<file path="src/rtl/param_dpram.sv">
// param_dpram: parameterised one-write/one-read RAM with power-up clear, read-valid strobe and RD_LAT 1/2.
// Define DPRAM_BYPASS_EN for write-first collisions; the default build is read-first.
module param_dpram #(
  parameter int DATA_W = 8,
  parameter int ADDR_W = 8,
  parameter int RD_LAT = 1
) (
  input  logic              clock_i,
  input  logic              rst_ni,
  input  logic              wr_en_i,
  input  logic [ADDR_W-1:0] wr_addr_i,
  input  logic [DATA_W-1:0] wr_data_i,
  input  logic              rd_en_i,
  input  logic [ADDR_W-1:0] rd_addr_i,
  output logic [DATA_W-1:0] rd_data_o,
  output logic              rd_valid_o,
  output logic              init_busy_o
);
  localparam int DEPTH = 2 ** ADDR_W;
  typedef enum logic {INIT, RUN} state_t;
  state_t            state_q, state_d;
  logic [ADDR_W-1:0] clr_cnt_q, clr_cnt_d;
  logic              busy_q, busy_d;
  logic [DATA_W-1:0] mem [DEPTH];
  logic              run, rd_fire, mem_we;
  logic [ADDR_W-1:0] mem_wa;
  logic [DATA_W-1:0] mem_wd, rd_src, rd1_q, rd1_d;
  logic              v1_q;

  // The clear sequencer owns the write port until every word has been zeroed
  assign run     = state_q == RUN;
  assign rd_fire = run && rd_en_i;
  assign mem_we  = !run || wr_en_i;
  assign mem_wa  = run ? wr_addr_i : clr_cnt_q;
  assign mem_wd  = run ? wr_data_i : '0;

`ifdef DPRAM_BYPASS_EN
  assign rd_src = (wr_en_i && wr_addr_i == rd_addr_i) ? wr_data_i : mem[rd_addr_i];
`else
  assign rd_src = mem[rd_addr_i];
`endif

  always_comb begin
    state_d   = (!run && &clr_cnt_q) ? RUN : state_q;
    clr_cnt_d = run ? clr_cnt_q : clr_cnt_q + 1'b1;
    busy_d    = state_d == INIT;
    rd1_d     = rd_fire ? rd_src : rd1_q;
  end

  always_ff @(posedge clock_i or negedge rst_ni) begin
    if (!rst_ni) begin
      state_q   <= INIT;
      clr_cnt_q <= '0;
      busy_q    <= 1'b1;
      rd1_q     <= '0;
      v1_q      <= 1'b0;
    end else begin
      state_q   <= state_d;
      clr_cnt_q <= clr_cnt_d;
      busy_q    <= busy_d;
      rd1_q     <= rd1_d;
      v1_q      <= rd_fire;
    end
  end

  always_ff @(posedge clock_i) begin
    if (mem_we) mem[mem_wa] <= mem_wd;
  end

  generate
    if (RD_LAT == 2) begin : g_lat2
      logic [DATA_W-1:0] rd2_q;
      logic              v2_q;
      always_ff @(posedge clock_i or negedge rst_ni) begin
        if (!rst_ni) begin
          rd2_q <= '0;
          v2_q  <= 1'b0;
        end else begin
          rd2_q <= v1_q ? rd1_q : rd2_q;
          v2_q  <= v1_q;
        end
      end
      assign rd_data_o  = rd2_q;
      assign rd_valid_o = v2_q;
    end else begin : g_lat1
      assign rd_data_o  = rd1_q;
      assign rd_valid_o = v1_q;
    end
  endgenerate

  assign init_busy_o = busy_q;
endmodule

</file>
<file path="config.mk">
export PLATFORM = sky130hd
export DESIGN_NAME = param_dpram
export DESIGN_NICKNAME = d
export VERILOG_FILES = /design/src/rtl/param_dpram.sv
export SDC_FILE = /design/constraint.sdc
export NUM_CORES = 2
export LEC_CHECK = 0
export ABC_AREA = 1
export CORE_MARGIN = 2
export CORE_UTILIZATION = 45
export CTS_BUF_LIST = sky130_fd_sc_hd__clkbuf_8 sky130_fd_sc_hd__clkbuf_16
export DETAILED_ROUTE_END_ITERATION = 16
export PLACE_DENSITY = 0.66
export SETUP_SLACK_MARGIN = 0.2
export SLEW_MARGIN = 30
export SYNTH_ARGS = -nofsm -noshare
export SYNTH_HDL_FRONTEND = slang
export SYNTH_SLANG_ARGS = --single-unit
</file>
<file path="constraint.sdc">
create_clock -name clock_i -period 5.3 [get_ports clock_i]
set_input_delay 0.53 -clock clock_i [delete_from_list [all_inputs] [get_ports clock_i]]
set_output_delay 0.53 -clock clock_i [all_outputs]
set_load 0.02 [all_outputs]
</file>
==> flow_metrics.env <==
export IMPL_r2r_slack_ns=1.60
export IMPL_fill_cells=15946
export IMPL_cts_buffers=198
export IMPL_hold_class="primary input to asynchronous set/reset pin"
export IMPL_avgRoutedWirePerCell_um=23.20
export IMPL_yosysTopAreaCellShare=0.7319
export IMPL_routed_wl_mm=221.9
export IMPL_first_pass_iters=6
export IMPL_cts_htree_levels=4
export IMPL_critPathCaptureType="flip-flop"
export IMPL_slew_violations=0
export IMPL_p_leak_nw=30.73
export IMPL_cts_root_buf="clkbuf_16"
export IMPL_yosysTopAreaCell="edfxtp_1"
export IMPL_synth_seq_cells=2067
export IMPL_die_area_um2=190200
export IMPL_portBuffers=37
export IMPL_synthArstFlopShare=0.009192
export IMPL_start_util=0.4532
export IMPL_setup_ws_ns=1.600
export IMPL_place_congestion=0.8856
export IMPL_place_inst=9198
export IMPL_gr_total_overflow=0
export IMPL_switchingPower_mw=7.226
export IMPL_ys_top_cells_by_area="edfxtp_1, nand3_1, nand2_1"
export IMPL_synth_cell_types=30
export IMPL_drc=0
export IMPL_cts_tree="built"
export IMPL_synth_edf_count=2048
export IMPL_grt_pass1_vias=51729
export IMPL_crit_path_start_kind="flip-flop"
export IMPL_ioPinCount=38
export IMPL_instances_no_fill=9565
export IMPL_syn_to_final_growth_pct=9.937
export IMPL_power_frac_clock=0.405
export IMPL_clk_latency_ns=0.85
export IMPL_final_net_count=6948
export IMPL_finalCritPeriodShare=0.6982
export IMPL_core_area_um2=185400
export IMPL_maxCapViolCount=0
export IMPL_crit_path_max_fanout=23
export IMPL_fin_skew_ns=0.03418
export IMPL_seq_area_frac_synth=0.7375
export IMPL_rows=158
export IMPL_dp_hpwl_mm=123.1
export IMPL_crit_end="mem[42][5]$_DFFE_PP_"
export IMPL_rsz0062_at_grt="false"
export IMPL_yosysMostFrequentCell="nand2_1"
export IMPL_whs_ns=0.07983
export IMPL_r2r_start="run$_DFF_PN0_"
export IMPL_clk_path_buf_depth=3
export IMPL_outcome="finished, final reports clean"
export IMPL_relSlewSlack=0.3115
export IMPL_drtIter0Drc=7707
export IMPL_dieWidth_um=436.1
export IMPL_cp_arrival_ns=4.17
export IMPL_cp_required_ns=5.77
export IMPL_drive_gt1_frac=0.05594
export IMPL_p_seq_frac=0.543
export IMPL_reg2reg_depth=8
export IMPL_tightest_slew_ns=1.030
export IMPL_die_h_um=436.1
export IMPL_synth_commonest_cells="nand2_1, edfxtp_1, nand3_1"
export IMPL_antenna_found_initial=7
export IMPL_pwr_share_comb=0.051
export IMPL_syn_num_nets=7110
export IMPL_grt_use_total=0.2291
export IMPL_ir_drop_uv=375.0
export IMPL_syn_area_um2=84030
export IMPL_finalSetupViolations=0
export IMPL_dpl_worst_slack_ns=1.431
export IMPL_regToRegEndpoint="mem[42][5]$_DFFE_PP_"
export IMPL_syn_inst=7081
export IMPL_synth_avg_cell_area_um2=11.87
export IMPL_yosys_warnings=0
export IMPL_max_freq_mhz=270.2
export IMPL_vias=54875
export IMPL_cts_num_sinks=2067
export IMPL_power_switching_fraction=0.2219
export IMPL_hold_buffers=0
export IMPL_yosys_most_used_dff="edfxtp_1"
export IMPL_p_per_area_nw_per_um2=352.5
export IMPL_postCtsResizedCells=0
export IMPL_worstSetupPathType="flip-flop to flip-flop"
export IMPL_post_cts_buffers=0
export IMPL_power_mw=32.56
export IMPL_grt_pass1_wl_mm=331.1
export IMPL_min_period_ns=3.700
export IMPL_final_setup_tns_ns=0
export IMPL_p_int_mw=25.33
export IMPL_startpoint="run$_DFF_PN0_"
export IMPL_grt_max_degree=192
export IMPL_cts_clk_slew_worst_paths_ns=0.06
export IMPL_vias_per_cell=5.737
export IMPL_hold_viol=0
export IMPL_antenna_left=0
==> metrics by stage <==
stage / util / cell area, um2
floorplan: - / 84030
global placement: 0.4655 / 86310
detailed placement: 0.4655 / 86330
CTS: 0.4979 / 92320
global route: 0.4981 / 92370
finish: 0.4982 / 92380
==> power groups by stage <==
stage | Combinational [mW] | Sequential, mW | Clock [mW]
after floorplan | 1.14 | 18.0 | 0
after global placement | 1.62 | 18.0 | 0
after detailed placement | 1.65 | 18.0 | 0
after CTS | 1.65 | 17.7 | 13.3
after global routing | 1.84 | 17.7 | 14.0
final | 1.68 | 17.7 | 13.2
==> cell type report <==
class / count / area (um2) / share of cell area
antenna: 6 / 15.01 / 0.0001625
clock buffer: 200 / 5005 / 0.05417
clock inverter: 160 / 994.7 / 0.01077
inverter: 55 / 307.8 / 0.003332
multi-input combinational: 4474 / 19530 / 0.2113
sequential: 2067 / 61980 / 0.6709
tap: 2480 / 3103 / 0.03359
timing repair buffer: 123 / 1456 / 0.01576
==> critical path, cell delays in order (launching register included) <==
cell and delay [ns]:
dfrtp_1 0.36, buf_4 0.39, o21ai_0 0.36, nor2_1 0.25, inv_1 0.13, nor2_1 0.16, nand2_1 0.63, buf_4 0.47
nor2_1 0.55
==> state kept, by name, summed over array words and instances, names as in the netlist <==
register and count:
run 1, clr_cnt_q 8, rd_data_o 8, rd_valid_o 1
mem 2048, init_busy_o 1
==> cell usage in the layout, fill, tap and decap left out, types with 3 or more instances in the layout <==
cell | netlist | layout
edfxtp_1 | 2048 | 2048
inv_2 | 9 | 8
or2_1 | 3 | 3
inv_6 | 0 | 6
clkinv_1 | 1 | 60
inv_1 | 44 | 80
nor2_4 | 3 | 3
nor2_1 | 285 | 280
inv_16 | 0 | 5
clkdlybuf4s50_1 | 0 | 32
buf_4 | 39 | 53
nor2_2 | 1 | 6
diode_2 | 0 | 6
nand3_1 | 2042 | 2042
clkinv_8 | 0 | 3
buf_8 | 0 | 3
bufinv_16 | 0 | 7
inv_8 | 0 | 9
xor2_1 | 5 | 5
dfrtp_1 | 18 | 18
buf_12 | 0 | 33
nand2_1 | 2106 | 2104
nand2_2 | 10 | 12
o21ai_2 | 4 | 4
clkinv_2 | 0 | 31
clkbuf_16 | 0 | 200
==> worst min path at each step <==
stage                                        start  slack, ns                  endpoint
after floorplan                             rst_ni       0.23  clr_cnt_q[0]$_DFFE_PN0N_
after global placement    clr_cnt_q[7]$_DFFE_PN0N_       0.51  clr_cnt_q[7]$_DFFE_PN0N_
after detailed placement  clr_cnt_q[7]$_DFFE_PN0N_       0.52  clr_cnt_q[7]$_DFFE_PN0N_
after CTS                                   rst_ni       0.05  rd_data_o[7]$_DFFE_PN0P_
after global routing                        rst_ni       0.08  clr_cnt_q[6]$_DFFE_PN0N_
final                                       rst_ni       0.08  clr_cnt_q[7]$_DFFE_PN0N_
==> per-layer routing <==
layer,part of all wire,global-route usage,routed length (um),vias up
li1,-,-,-,24792
met4,0.036,0.08768,7999,0
met1,0.40,0.3200,89640,26822
met2,0.47,0.3571,103300,2812
met3,0.094,0.04292,20960,449
met5,0,0,0,-
==> cell families (layout without fill, tap and decap cells) <==
logic type,Yosys count,after routing,share of synthesized area
AO/OA/AOI/OAI,7,7,0.0006254
other,0,6,0
XOR/XNOR,7,7,0.0007296
flip-flops,2067,2067,0.7375
AND/OR/NAND/NOR,4459,4459,0.2306
adder cells (fa/ha/maj),1,1,0.0001489
buffers and inverters,540,538,0.03039
Note: power is estimated with default switching activity, not from simulation.
